**config.mk**
```make
export PLATFORM = sky130hd
export DESIGN_NAME = fifo_rd_stream_flat
export DESIGN_NICKNAME = d
export VERILOG_FILES = /design/src/rtl/fifo_pkg.sv /design/src/rtl/fifo_rd_stream_if.sv /design/src/rtl/stream_buf3.sv /design/src/rtl/fifo_rd_stream.sv /design/src/flat_wrapper.sv
export SDC_FILE = /design/constraint.sdc
export NUM_CORES = 1
export LEC_CHECK = 0
export CORE_AREA = 2 2 143 159
export CTS_BUF_LIST = sky130_fd_sc_hd__clkbuf_2 sky130_fd_sc_hd__clkbuf_4 sky130_fd_sc_hd__clkbuf_8
export DETAILED_ROUTE_END_ITERATION = 6
export DIE_AREA = 0 0 145 161
export HOLD_SLACK_MARGIN = 0.12
export PLACE_DENSITY = 0.8
export SYNTH_ARGS = -nofsm -noshare
export SYNTH_HDL_FRONTEND = slang
export SYNTH_SLANG_ARGS = --single-unit
```
**constraint.sdc**
```tcl
create_clock -name rdclk -period 8.02 [get_ports rdclk]
set_input_delay 1.604 -clock rdclk [delete_from_list [all_inputs] [get_ports rdclk]]
set_output_delay 1.604 -clock rdclk [all_outputs]
set_load 0.03 [all_outputs]
```
**src/rtl/fifo_pkg.sv**
```systemverilog
// Shared constants, types and pointer helper for the async_fifo read-side stream logic.
package fifo_pkg;

  // Depth of the output register buffer. It covers one word held for the
  // consumer, one word arriving from the RAM and one in the read pipeline.
  localparam int BUF_DEPTH = 3;

  // Cycles from fifo_rden to valid fifo_rddata in the async_fifo RAM.
  localparam int RD_LATENCY = 1;

  // Buffer pointers and occupancy (0..3) both fit in two bits.
  typedef logic [1:0] ptr_t;

  // Advance a buffer pointer, wrapping 2 -> 0.
  function automatic ptr_t ptr_inc3(input ptr_t p);
    return (p == 2'd2) ? 2'd0 : p + 2'd1;
  endfunction

endpackage

```
**src/rtl/fifo_rd_stream_if.sv**
```systemverilog
// FIFO read port plus the outgoing valid/ready stream of fifo_rd_stream.
// master = the stream reader (drives rden and the stream); slave = FIFO/consumer side.
interface fifo_rd_stream_if #(
  parameter int WIDTH = 64
) ();
  import fifo_pkg::*;

  // async_fifo read port
  logic             fifo_empty;
  logic             fifo_rden;
  logic [WIDTH-1:0] fifo_rddata;

  // outgoing packet stream
  logic             m_valid;
  logic             m_ready;
  logic [WIDTH-1:0] m_data;
  logic             m_last;

  modport master (
    input  fifo_empty,
    output fifo_rden,
    input  fifo_rddata,
    output m_valid,
    input  m_ready,
    output m_data,
    output m_last
  );

  modport slave (
    output fifo_empty,
    input  fifo_rden,
    output fifo_rddata,
    input  m_valid,
    output m_ready,
    input  m_data,
    input  m_last
  );

endinterface

```
**src/rtl/stream_buf3.sv**
```systemverilog
// Three-entry circular register buffer with push/pop and occupancy.
// valid and data are driven purely from registers, so downstream sees no
// combinational path back through this block.
module stream_buf3
  import fifo_pkg::*;
#(
  parameter int WIDTH = 64
) (
  input  logic             rdclk,
  input  logic             rst_n,
  input  logic             push,
  input  logic [WIDTH-1:0] push_data,
  input  logic             pop,
  output ptr_t             occ,
  output logic             valid,
  output logic [WIDTH-1:0] data
);

  logic [WIDTH-1:0] mem [BUF_DEPTH];
  ptr_t             head;
  ptr_t             tail;

  // Entry storage: cleared on reset so the stream data reads zero, written at tail on push.
  always_ff @(posedge rdclk) begin
    if (!rst_n) begin
      for (int i = 0; i < BUF_DEPTH; i++) begin
        mem[i] <= '0;
      end
    end else if (push) begin
      mem[tail] <= push_data;
    end
  end

  // Pointers and occupancy; a simultaneous push and pop leaves occ unchanged.
  always_ff @(posedge rdclk) begin
    if (!rst_n) begin
      head <= 2'd0;
      tail <= 2'd0;
      occ  <= 2'd0;
    end else begin
      if (push) begin
        tail <= ptr_inc3(tail);
      end
      if (pop) begin
        head <= ptr_inc3(head);
      end
      case ({push, pop})
        2'b10:   occ <= occ + 2'd1;
        2'b01:   occ <= occ - 2'd1;
        default: occ <= occ;
      endcase
    end
  end

  assign valid = (occ != 2'd0);
  assign data  = mem[head];

endmodule

```
**src/rtl/fifo_rd_stream.sv**
```systemverilog
// Read-side consumer of async_fifo: issues credit-limited reads, absorbs the
// one-cycle RAM latency in a 3-entry buffer and emits a framed valid/ready
// stream with m_last every PKT_LEN beats and a completed-packet counter.
module fifo_rd_stream
  import fifo_pkg::*;
#(
  parameter int WIDTH   = 64,
  parameter int PKT_LEN = 256,
  parameter int CNT_W   = 16
) (
  input  logic             rdclk,
  input  logic             rst_n,
  fifo_rd_stream_if.master bus,
  output logic [CNT_W-1:0] pkt_count
);

  localparam int                IDX_W    = (PKT_LEN > 1) ? $clog2(PKT_LEN) : 1;
  localparam logic [IDX_W-1:0] LAST_IDX = IDX_W'(PKT_LEN - 1);

  logic             rden_p0;
  logic             vld_p1;
  ptr_t             occ;
  logic             buf_valid;
  logic [WIDTH-1:0] buf_data;
  logic             beat_hs;
  logic             last_beat;
  logic [IDX_W-1:0] beat_idx;

  // ---- stage p0: read issue ----
  // Credit check counts words already buffered plus the one possibly in the
  // RAM pipeline, so every returning word always has a free slot. m_ready is
  // deliberately not part of this term.
  assign rden_p0 = rst_n && !bus.fifo_empty &&
                   (({1'b0, occ} + {2'b00, vld_p1}) < 3'(BUF_DEPTH));
  assign bus.fifo_rden = rden_p0;

  // ---- stage p1: RAM output valid one cycle after rden ----
  // Tracks the read in flight; rddata is only consumed when this is set.
  always_ff @(posedge rdclk) begin
    if (!rst_n) begin
      vld_p1 <= 1'b0;
    end else begin
      vld_p1 <= rden_p0;
    end
  end

  // ---- stage p2: registered output buffer ----
  stream_buf3 #(
    .WIDTH(WIDTH)
  ) u_buf (
    .rdclk     (rdclk),
    .rst_n     (rst_n),
    .push      (vld_p1),
    .push_data (bus.fifo_rddata),
    .pop       (beat_hs),
    .occ       (occ),
    .valid     (buf_valid),
    .data      (buf_data)
  );

  assign beat_hs   = buf_valid && bus.m_ready;
  assign last_beat = (beat_idx == LAST_IDX);

  assign bus.m_valid = buf_valid;
  assign bus.m_data  = buf_data;
  assign bus.m_last  = buf_valid && last_beat;

  // Packet framing: beat index advances per accepted beat and the packet
  // counter bumps when the final beat of a packet is accepted. Bubbles from an
  // empty FIFO leave both untouched.
  always_ff @(posedge rdclk) begin
    if (!rst_n) begin
      beat_idx  <= '0;
      pkt_count <= '0;
    end else if (beat_hs) begin
      if (last_beat) begin
        beat_idx  <= '0;
        pkt_count <= pkt_count + CNT_W'(1);
      end else begin
        beat_idx <= beat_idx + IDX_W'(1);
      end
    end
  end

endmodule

```
**src/flat_wrapper.sv**
```systemverilog
// flat-port wrapper written by rule: the top's interface ports become plain ports
module fifo_rd_stream_flat import fifo_pkg::*;
#(
  parameter int WIDTH   = 64,
  parameter int PKT_LEN = 256,
  parameter int CNT_W   = 16
)
  (rdclk, rst_n, pkt_count, bus_fifo_empty, bus_fifo_rden, bus_fifo_rddata, bus_m_valid, bus_m_ready, bus_m_data, bus_m_last);
  fifo_rd_stream_if #(.WIDTH(WIDTH)) bus_i ();
  input  logic rdclk;
  input  logic rst_n;
  output logic [CNT_W-1:0] pkt_count;
  input wire logic [$bits(bus_i.fifo_empty)-1:0] bus_fifo_empty;
  output wire logic [$bits(bus_i.fifo_rden)-1:0] bus_fifo_rden;
  input wire logic [$bits(bus_i.fifo_rddata)-1:0] bus_fifo_rddata;
  output wire logic [$bits(bus_i.m_valid)-1:0] bus_m_valid;
  input wire logic [$bits(bus_i.m_ready)-1:0] bus_m_ready;
  output wire logic [$bits(bus_i.m_data)-1:0] bus_m_data;
  output wire logic [$bits(bus_i.m_last)-1:0] bus_m_last;
  assign bus_i.fifo_empty = bus_fifo_empty;
  assign bus_fifo_rden = bus_i.fifo_rden;
  assign bus_i.fifo_rddata = bus_fifo_rddata;
  assign bus_m_valid = bus_i.m_valid;
  assign bus_i.m_ready = bus_m_ready;
  assign bus_m_data = bus_i.m_data;
  assign bus_m_last = bus_i.m_last;
  fifo_rd_stream #(.WIDTH(WIDTH), .PKT_LEN(PKT_LEN), .CNT_W(CNT_W)) u_core (.rdclk(rdclk), .rst_n(rst_n), .bus(bus_i), .pkt_count(pkt_count));
endmodule
```
After elaboration in Yosys (flattened, before gate mapping)
Memories as Yosys holds them, arrays and structs flattened. A register that Yosys moved wholly into a read port is not among the register bits.
Index checks and enable logic that the tools add are counted.

storage, ports and cells
  output and inout bits = 83
  input bits = 68
  RAM bits = 192
  logic and storage cells = 42
  memories kept = 1
  flip-flop bits (word level) = 31

cells by class
  equality and inequality tests = 5
  $lt $le $gt $ge = 1
  reductions and logical operators = 9
  multiplexer cells = 13
  add/sub/neg operators = 7

memories
  name              depth  bits a word  rd ports  clocked after memory_dff  wr ports  line               RTL
  u_core.u_buf.mem  3      64           1         1                         3         stream_buf3.sv:19  logic [WIDTH-1:0] mem [BUF_DEPTH];

operator list
  kind                     number
  $mux W64                 1
  $reduce_or A64 Y1        1
  $add A16 B1 Y16 const B  1
  $mux W2                  5
  $add A8 B1 Y8 const B    1
  $eq A8 B8 Y1 const B     1
  $mux W8                  1
  $add A2 B1 Y2 const B    3
  $eq A2 B2 Y1 const B     3
  $mux W1                  5
  $logic_and A1 B1 Y1      4
  $pmux W2 S2              1
  $reduce_bool A2 Y1       2
  $add A2 B1 Y3            1
  $lt A3 B2 Y1 const B     1
  $eq A2 B1 Y1 const B     1
  $reduce_and A2 Y1        1
  $sub A2 B1 Y2 const B    1
  $logic_not A1 Y1         1

Depth between registers and ports, before layout
  depth after elaboration = 5
  depth in mapped cells = 6
  depth with buffers taken out = 6

Cells and area by module
A second synthesis with hierarchy kept.

unflattened totals
  cells, all modules = 720
  area total of the unflattened synthesis = 12116.6 um2

modules (own cells, without submodules)
  module          instances  sequential area each (um2)  cells an instance  area each (um2)
  stream_buf3     1          7847.5                      585                10916.7
  fifo_rd_stream  1          500.5                       135                1199.9

Worst setup path before layout
Ideal clock, no wire load.

  path kind = input port to flip-flop
  start = in rst_n
  end = mem u_core.u_buf.mem[1][0], enable pin
  path slack = 1039 ps
  cell stages on the path = 3
  path buffers = 1
  data required time = 7446 ps
  library setup time = 574 ps
  arrival time = 6406 ps
  cells stage by stage = buf_2 nand3_1 o21ai_0

RTL lines
  item             line                RTL
  start, declared  flat_wrapper.sv:11  input logic rst_n;
  end, declared    stream_buf3.sv:19

Worst setup path in the final report
  start = in rst_n
  end = out bus_fifo_rden

on the way
  cells in the longest elaborated chain, start to end = 2

RTL lines
  item                              line                  RTL
  $logic_and A1 B1 Y1 (2 in a row)  fifo_rd_stream.sv:33  assign rden_p0 = rst_n && !bus.fifo_empty &&
  end, declared                     flat_wrapper.sv:14    output wire logic [$bits(bus_i.fifo_rden)-1:0] bus_fifo_rden;

Every way passes these cells.

==> out/metrics.yaml <==
setup_path:
  cp_max_fo: 10
  cp.arrival_ps: 3830
  crit_path_end_kind: "output port"
  cp_slowest_cell: "clkdlybuf4s50_1"
  crit_top_cell: "clkdlybuf4s50_1"
  required_ps: 6420
  slowest_delay_ps: 830
  critical_path_class: "input port to output port"
  path_cells: "clkdlybuf4s50_1, clkinv_1, a2111oi_0, clkdlybuf4s50_1"
  ff2ff_setup_slack_ps: 5340
  startpoint_type: "input port"
floorplanning:
  die-height_um: 161
  coreArea_um2: 21800
  dieArea_um2: 23300
  io_pins: 151
  start_util: 0.552
  die_w_um: 145
  rows: 57
sta:
  tightest_slew_ps: 1040
  fin_skew_ps: 13.8
  slew_viol_final: 0
  rsz0062_at_grt: "no"
  setup_violations: 0
  max_freq_ghz: 0.184
  finalHoldViolCount: 0
  tns_ps: 0
  period_minus_slack_ps: 5440
  relSlewSlack: 0.304
  fin_crit_sh: 0.678
route:
  vias_per_cell: 5.42
  drt_wl_total_um: 23500
  drt_pass1_iterations: 4
  ant_nets: 0
  drt_iter0_drc: 329
  via_count: 6602
  drcViolationCount: 0
  post_drt_wl_per_cell_um: 19.3
cells_and_area:
  fin_cells: 1218
  final_common_cell: "edfxtp_1"
  syn2layout_area_growth_pct: 22.6
  layout.nets: 960
  final_cell_mix: "256 x edfxtp_1, 194 x and2_1, 150 x clkdlybuf4s50_1, 64 x mux4_2, 48 x clkbuf_8"
  drive_gt1_frac: 0.166
cts:
  cts_buffer_depth: 3
  cts_tree: "yes"
  post_cts_buffers: 0
  hold_buffers: 0
  insertion_delay_ps: 530
  root_buffer: "clkbuf_8"
  clk_pin_slew_ps: 60
  ctsHtreeMaxLevel: 2
  clock_sinks: 289
  cts_resized: 0
  cts_buffers: 44
global_routing:
  grt_overflow_total: 0
  grt_pass1_vias: 7065
  gr-usage-all-layers: 0.204
  grt_max_degree: 65
  antenna_found_initial: 0
  grt_first_pass_wirelength_um: 37300
yosys:
  ys_seq_elements: 289
  yosysTopAreaCell: "edfxtp_1"
  ys_warn_count: 0
  syn_avg_cell_area_um2: 16.6
  synth_top_family_by_area: "simple AND/OR/NAND/NOR gates"
  ys_top_cells_by_area: "edfxtp_1 64%, mux4_2 12%, and2_1 10%"
  ys_seq_area_frac: 0.695
  muxShareOfSynthArea: 0.120
  synth_compound_area_frac: 0.0172
  netlist.area_leader.share: 0.640
  syn_nets: 796
  synthAdderAreaFrac: 0.00521
  syn-cell-area_um2: 12000
  synth_cells: 723
  yosys.area_share.xor_xnor: 0.00948
  synthSimpleGateAreaFrac: 0.137
  synth_cell_types: 35
place:
  hpwl_um: 12900
  port_buffers: 150
  dp_cells: 1136
  gp_congestion: 0.759
power_and_ir_drop:
  cellLeakagePower_nw: 5.13
  ir_drop_mv: 0.231
  power.density_nw_per_um2: 250
hold_path:
  holdCritPathClass: "flip-flop to flip-flop"
status:
  run_status: "complete, no violations"
job:
  maxCapViolCount: 0
[stage by stage]
step           power (W)  hold WS [ps]  setup slack [ps]  area [um^2]   util
3_3_place_gp     0.00250           461              2740        13800  0.635
4_1_cts          0.00372           484              2570        14700  0.677
6_report         0.00368           480              2580        14700  0.677
2_1_floorplan    0.00223           454              1040        12000      -
3_5_place_dp     0.00251           470              2600        13800  0.635
5_1_grt          0.00381           510              2330        14700  0.677
[cells by family after synthesis]
group           Yosys count
flops                   289
fa+ha+maj                 5
compound gates           35
xor+xnor                 13
mux                      64
buf+inv                  46
simple gates            271
[worst max-delay path, delay by kind of cell]
| kind | cells | cell delay, ps |
|---|---|---|
| buffers and inverters | 3 | 1780 |
| AOI/OAI and AO/OA | 1 | 450 |
[power breakdown]
part	internal [W]	leakage, nW	switching (W)
sequential	0.00171	2.83	0.0000643
combinational	0.000336	1.82	0.000355
clock	0.000677	0.474	0.000538
[state kept, by name (all words and copies together) (netlist names), named ones only]
register,flops
u_core.beat_idx,8
u_core.pkt_count,16
u_core.u_buf.head,2
u_core.u_buf.mem,256
u_core.u_buf.occ,2
u_core.u_buf.tail,2
u_core.vld_p1,1
[routing by layer]
metal | track usage | share of wire
met5 | 0 | 0
met4 | 0.0684 | 0.022
met3 | 0.0466 | 0.067
met2 | 0.359 | 0.52
met1 | 0.252 | 0.39
[synthesized netlist by cell type]
| master | instances |
|---|---|
| a2111oi_0 | 2 |
| a211o_1 | 1 |
| a21oi_1 | 17 |
| and2_1 | 194 |
| and3_1 | 3 |
| and4_1 | 3 |
| buf_2 | 9 |
| buf_6 | 1 |
| clkbuf_1 | 29 |
| clkinv_1 | 1 |
| dfxtp_1 | 33 |
| edfxtp_1 | 256 |
| ha_1 | 5 |
| inv_1 | 6 |
| mux4_2 | 64 |
| nand2_1 | 14 |
| nand2b_1 | 2 |
| nand3_1 | 7 |
| nand3_4 | 1 |
| nand4_1 | 7 |
| nand4_2 | 1 |
| nand4_4 | 1 |
| nor2_1 | 19 |
| nor3_1 | 5 |
| nor3b_1 | 1 |
| nor4_1 | 1 |
| o2111a_4 | 1 |
| o21ai_0 | 11 |
| o21ai_1 | 1 |
| o31ai_1 | 2 |
| or2_2 | 1 |
| or3_1 | 9 |
| or4_1 | 2 |
| xnor2_1 | 6 |
| xor2_1 | 7 |
[worst paths after layout]
kind | from | endpoint | cells after the start
max | rst_n | bus_fifo_rden | 4
min | u_core.beat_idx[1] | u_core.beat_idx[1] | 2
max reg2reg | u_core.u_buf.tail[0] | u_core.u_buf.mem[1][18] | 3
min reg2reg | u_core.beat_idx[1] | u_core.beat_idx[1] | 2
[final cells by class]
| class | instances | area (um^2) |
|---|---|---|
| multi-input cells | 388 | 3520 |
| clock buffers | 61 | 758 |
| fillers | 1493 | 7030 |
| inverters | 7 | 26.3 |
| repair buffers | 157 | 1550 |
| flip-flops and latches | 289 | 8360 |
| well taps | 295 | 369 |
| diodes | 1 | 2.50 |
| clock inverters | 20 | 138 |
Note: power is estimated with default switching activity, not from simulation.
==> patch 1, RTL diff (same settings) <==
Change the package constant `BUF_DEPTH` from 3 to 6.
--- a/src/rtl/fifo_pkg.sv
+++ b/src/rtl/fifo_pkg.sv
@@ -4,5 +4,5 @@
   // Depth of the output register buffer. It covers one word held for the
   // consumer, one word arriving from the RAM and one in the read pipeline.
-  localparam int BUF_DEPTH = 3;
+  localparam int BUF_DEPTH = 6;
 
   // Cycles from fifo_rden to valid fifo_rddata in the async_fifo RAM.
Behaviour: not the same (Yosys sat finds a counterexample within 4 cycles, from zero or initial values and one cycle with rst_n low).
==> patch 1 against the original RTL <==
  * Synthesized area increased by 3.4%
  * Clock skew increased by 7.0 ps
  * Sequential cell count unchanged
  * Combinational power decreased by 20%
  * Wire length increased by 4.8%
  * Non-clock buffer count unchanged
  * Design area increased by 2.5%
  * Critical path depth unchanged
  * Power decreased by 5.2%
  * Worst setup slack got worse by 330 ps
  * Clock power decreased by 3%
  * Via count increased by 5.8%
==> patch 1: results (changes against the original RTL) <==
pg_comb_mw: 0.554  # -20%
use_met3_pct: 4.46  # -0.20 points
met2_usage_pct: 38.1  # +2.2 points
ys_types: 40  # +14%
cp.arrival_ps: 4170  # +340 ps
post_drt_wl_per_cell_um: 19.2  # -0.51%
fin_nets: 1024  # +6.7%
grt_usage_pct: 21.2  # +0.82 points
nFillCells: 1462  # -2.1%
finalClockSkew_ps: 20.8  # +6.99 ps
place.gp.congestion: 0.757  # -0.34%
dp.cells: 1201  # +5.7%
wirelength_um: 24600  # +4.8%
critPathMaxStageDelay_ps: 930  # +100 ps
gr-usage-met1_pct: 26.0  # +0.76 points
placed_area_um2: 14200  # +2.9%
multi_input_area_um2: 3930  # +12%
internal-power_mw: 2.62  # -3.9%
syn_nets: 867  # +8.9%
first_pass_iters: 5  # +1
clkPwrFrac_pct: 33.8  # +0.8 points
drive_gt1_share_pct: 15.8  # -0.76 points
maxSlewHeadroom_pct: 31.0  # +0.67 points
wl_met3_um: 1420  # -10%
seq_area_frac_synth_pct: 67.2  # -2.3 points
synth_common_cells: "257 x and2_1, 256 x edfxtp_1, 64 x mux4_2"
avgSynthCellArea_um2: 15.6  # -5.9%
crit_fanout: 25  # +15
wl_met2_um: 12900  # +6.4%
power.leakage_nw: 5.36  # +4.5%
met1_length_um: 9710  # +5.2%
grt_pass1_vias: 7280  # +3.0%
netlist_top_cells_area: "edfxtp_1 62%, and2_1 13%, mux4_2 12%"
drt_iter0_markers: 432  # +31%
post-dp-hpwl_um: 13800  # +6.7%
vias: 6988  # +5.8%
status: "finished clean"
[patch 1: cell types whose count changed after synthesis, moves of 2 or more]
cell | before | now
xor2_1 | 7 | 4
buf_2 | 9 | 7
or4_1 | 2 | 4
xnor2_1 | 6 | 8
nor3_1 | 5 | 7
o211ai_1 | 0 | 3
clkbuf_1 | 29 | 38
a211oi_1 | 0 | 2
inv_1 | 6 | 4
and2_1 | 194 | 257
a2111oi_0 | 2 | 0
a21oi_1 | 17 | 14
nor2_1 | 19 | 17
[patch 1: final timing paths]
kind,from,endpoint,slack [ps],cells after the start
worst max-delay path,rst_n,bus_fifo_rden,2250,4
worst min-delay path,u_core.beat_idx[1]$_SDFFE_PN0P_,u_core.beat_idx[1]$_SDFFE_PN0P_,480,2
worst max register to register,u_core.u_buf.tail[1]$_SDFFE_PN0P_,u_core.u_buf.mem[2][32]$_SDFFCE_PN0P_,5370,3
worst min register to register,u_core.beat_idx[1]$_SDFFE_PN0P_,u_core.beat_idx[1]$_SDFFE_PN0P_,480,2
[patch 1: cell type report]
type                            instances  share of cell area [%]
Sequential cell                       289                    55.4
Multi-Input combinational cell        455                    26.0
Timing Repair Buffer                  157                    10.3
Clock buffer                           64                    5.09
Tap cell                              295                    2.45
Clock inverter                         15                   0.605
Inverter                                5                   0.124
Antenna cell                            3                  0.0497
[patch 1: worst min-delay path, stage by stage, from the launching register on]
cell and delay, ps:
dfxtp_1 320, nand2_1 60, a21oi_1 50
[patch 1: cell families after synthesis]
family	after synthesis	synth area share, %
xor+xnor	12	0.846
compound gates	36	1.70
fa+ha+maj	4	0.403
simple gates	338	16.5
flops	289	67.2
buf+inv	51	1.67
mux	65	11.7
==> patch 2, RTL diff (config.mk and constraints unchanged) <==
Without the edit above. Register the output `pkt_count` once more, cleared by the reset; this adds one clock of latency there. The other outputs are not delayed to match.
--- a/src/rtl/fifo_rd_stream.sv
+++ b/src/rtl/fifo_rd_stream.sv
@@ -17,4 +17,6 @@
   localparam int                IDX_W    = (PKT_LEN > 1) ? $clog2(PKT_LEN) : 1;
   localparam logic [IDX_W-1:0] LAST_IDX = IDX_W'(PKT_LEN - 1);
+
+  logic [CNT_W-1:0] pkt_count_s0;
 
   logic             rden_p0;
@@ -72,9 +74,9 @@
     if (!rst_n) begin
       beat_idx  <= '0;
-      pkt_count <= '0;
+      pkt_count_s0 <= '0;
     end else if (beat_hs) begin
       if (last_beat) begin
         beat_idx  <= '0;
-        pkt_count <= pkt_count + CNT_W'(1);
+        pkt_count_s0 <= pkt_count_s0 + CNT_W'(1);
       end else begin
         beat_idx <= beat_idx + IDX_W'(1);
@@ -83,4 +85,12 @@
   end
 
+  always_ff @(posedge rdclk) begin
+    if (!rst_n) begin
+      pkt_count <= '0;
+    end else begin
+      pkt_count <= pkt_count_s0;
+    end
+  end
+
 endmodule
 
Function: same outputs for any inputs over 4 cycles, from zero or initial values and one cycle with rst_n low; that may be too few to reach the edited logic, so the function may still have changed.
==> patch 2 against the original RTL <==
  * Clock skew hardly changed
  * Synthesized area increased by 3.6%
  * Wire length shrank 0.33%
  * Design area up 2.6%
  * Highest routed layer unchanged
  * Register-to-register slack barely moved
  * Hold slack improved by 1.1 ps
  * Power rose by 1.6%
  * Sequential cell count increased by 16
  * Fmax about the same
  * Worst setup slack worse by 3.0 ps
==> patch 2: results (changes against the original RTL) <==
status: "finished clean"
worstSetupStartpoint: "rst_n"
stdcell_count: 1252  # +2.8%
cts_resized: 0  # unchanged
cts-buffers-inserted: 46  # +4.5%
post-dp-hpwl_um: 12700  # -1.9%
drt_iter0_markers: 404  # +23%
reg2reg_from: "u_core.vld_p1$_SDFF_PN0_"
ys_warn_count: 0  # unchanged
dp.cells: 1166  # +2.6%
maxSlewHeadroom_pct: 31.6  # +1.2 points
hp-start: "u_core.u_buf.head[0]$_SDFFE_PN0N_"
final_util_pct: 69.4  # +1.7 points
wirelength_um: 23400  # -0.33%
postSynthCellCount: 759  # +5.0%
synth-edff-count: 256  # unchanged
nFillCells: 1460  # -2.2%
antenna_found_initial: 2  # +2
ctsLongestPathBuffers: 3  # unchanged
grt_pass1_vias: 6933  # -1.9%
clkTransAtPathRegs_ps: 50
drive_gt1_share_pct: 16.6  # +0.037 points
cp.arrival_ps: 3840  # about the same
grt_max_degree: 66  # +1.5%
grt_pass1_wl_um: 36800  # -1.5%
top_regs: "u_core.u_buf.mem (256), u_core.pkt_count (16), u_core.pkt_count_s0 (16)"
root_buffer: "clkbuf_8"
seq_area_frac_synth_pct: 69.7  # +0.18 points
cts_max_level: 2  # unchanged
portBuffers: 150  # unchanged
ys.flop_type: "edfxtp_1"
power.leakage_nw: 5.28  # +3.0%
insertion_delay_ps: 560  # +30 ps
first_pass_iters: 4  # unchanged
crit_fanout: 20  # +10
ys_types: 39  # +11%
post_cts_buffers: 0  # unchanged
hp-class: "reg -> reg"
grt_usage_pct: 20.3  # -0.061 points
netlist_top_cells_area: "edfxtp_1 62%, mux4_2 12%, and2_1 10%"
synth_common_cells: "256 x edfxtp_1, 207 x and2_1, 64 x mux4_2"
syn_nets: 832  # +4.5%
finalClockSkew_ps: 13.5  # -0.248 ps
fin_nets: 992  # +3.3%
async_flop_share_pct: 0  # unchanged
peakVddDrop_uv: 141  # -39%
place.gp.congestion: 0.766  # +0.95%
vias: 6776  # +2.6%
## patch 2: cell type report
type / instances / area share, %
repair buffers: 156 / 10.2
flip-flops and latches: 305 / 57.5
clock buffers: 65 / 5.22
diodes: 1 / 0.0166
clock inverters: 20 / 0.605
inverters: 5 / 0.124
multi-input cells: 405 / 23.9
well taps: 295 / 2.44
## patch 2: metrics by stage
| step | hold WS, ps | cell area (µm²) | worst slack (ps) |
|---|---|---|---|
| final | 481 | 15100 | 2580 |
| after global placement | 461 | 14200 | 2530 |
| after detailed placement | 475 | 14200 | 2560 |
| after CTS | 481 | 15100 | 2530 |
| after global routing | 506 | 15100 | 2360 |
| after floorplan | 449 | 12400 | 2820 |
## patch 2: routing by layer
layer / track usage (%) / vias up / share of wire, %
met5: 0 / - / 0
met4: 6.80 / 0 / 2.5
li1: - / 3159 / -
met1: 26.9 / 3384 / 42
met3: 4.83 / 47 / 6.0
met2: 33.8 / 186 / 50
## patch 2: cells by family after synthesis
group | after synthesis | synth area share (%)
and+or+nand+nor | 291 | 13.9
xor gates and xnor gates | 11 | 0.775
adders and majority gates | 5 | 0.503
AOI/OAI and AO/OA | 28 | 1.30
muxes | 70 | 12.1
DFF | 305 | 69.7
buffers and inverters | 49 | 1.65
## patch 2: report_power, final
part | internal [mW] | switching [mW]
logic | 0.336 | 0.349
clock network | 0.636 | 0.563
registers | 1.79 | 0.0675
## patch 2: critical path, cell delays in order
cell and delay, ps:
clkdlybuf4s50_1 990, inv_1 130, a2111oi_0 370, clkdlybuf4s50_1 740
## patch 2: final timing paths
kind,to,slack (ps),cells past startpoint
worst max-delay path,bus_fifo_rden,2580,4
worst min-delay path,flip-flop,480,2
worst max register to register,u_core.u_buf.mem[0][16]$_SDFFCE_PN0P_,5340,4
worst min register to register,flip-flop,480,2
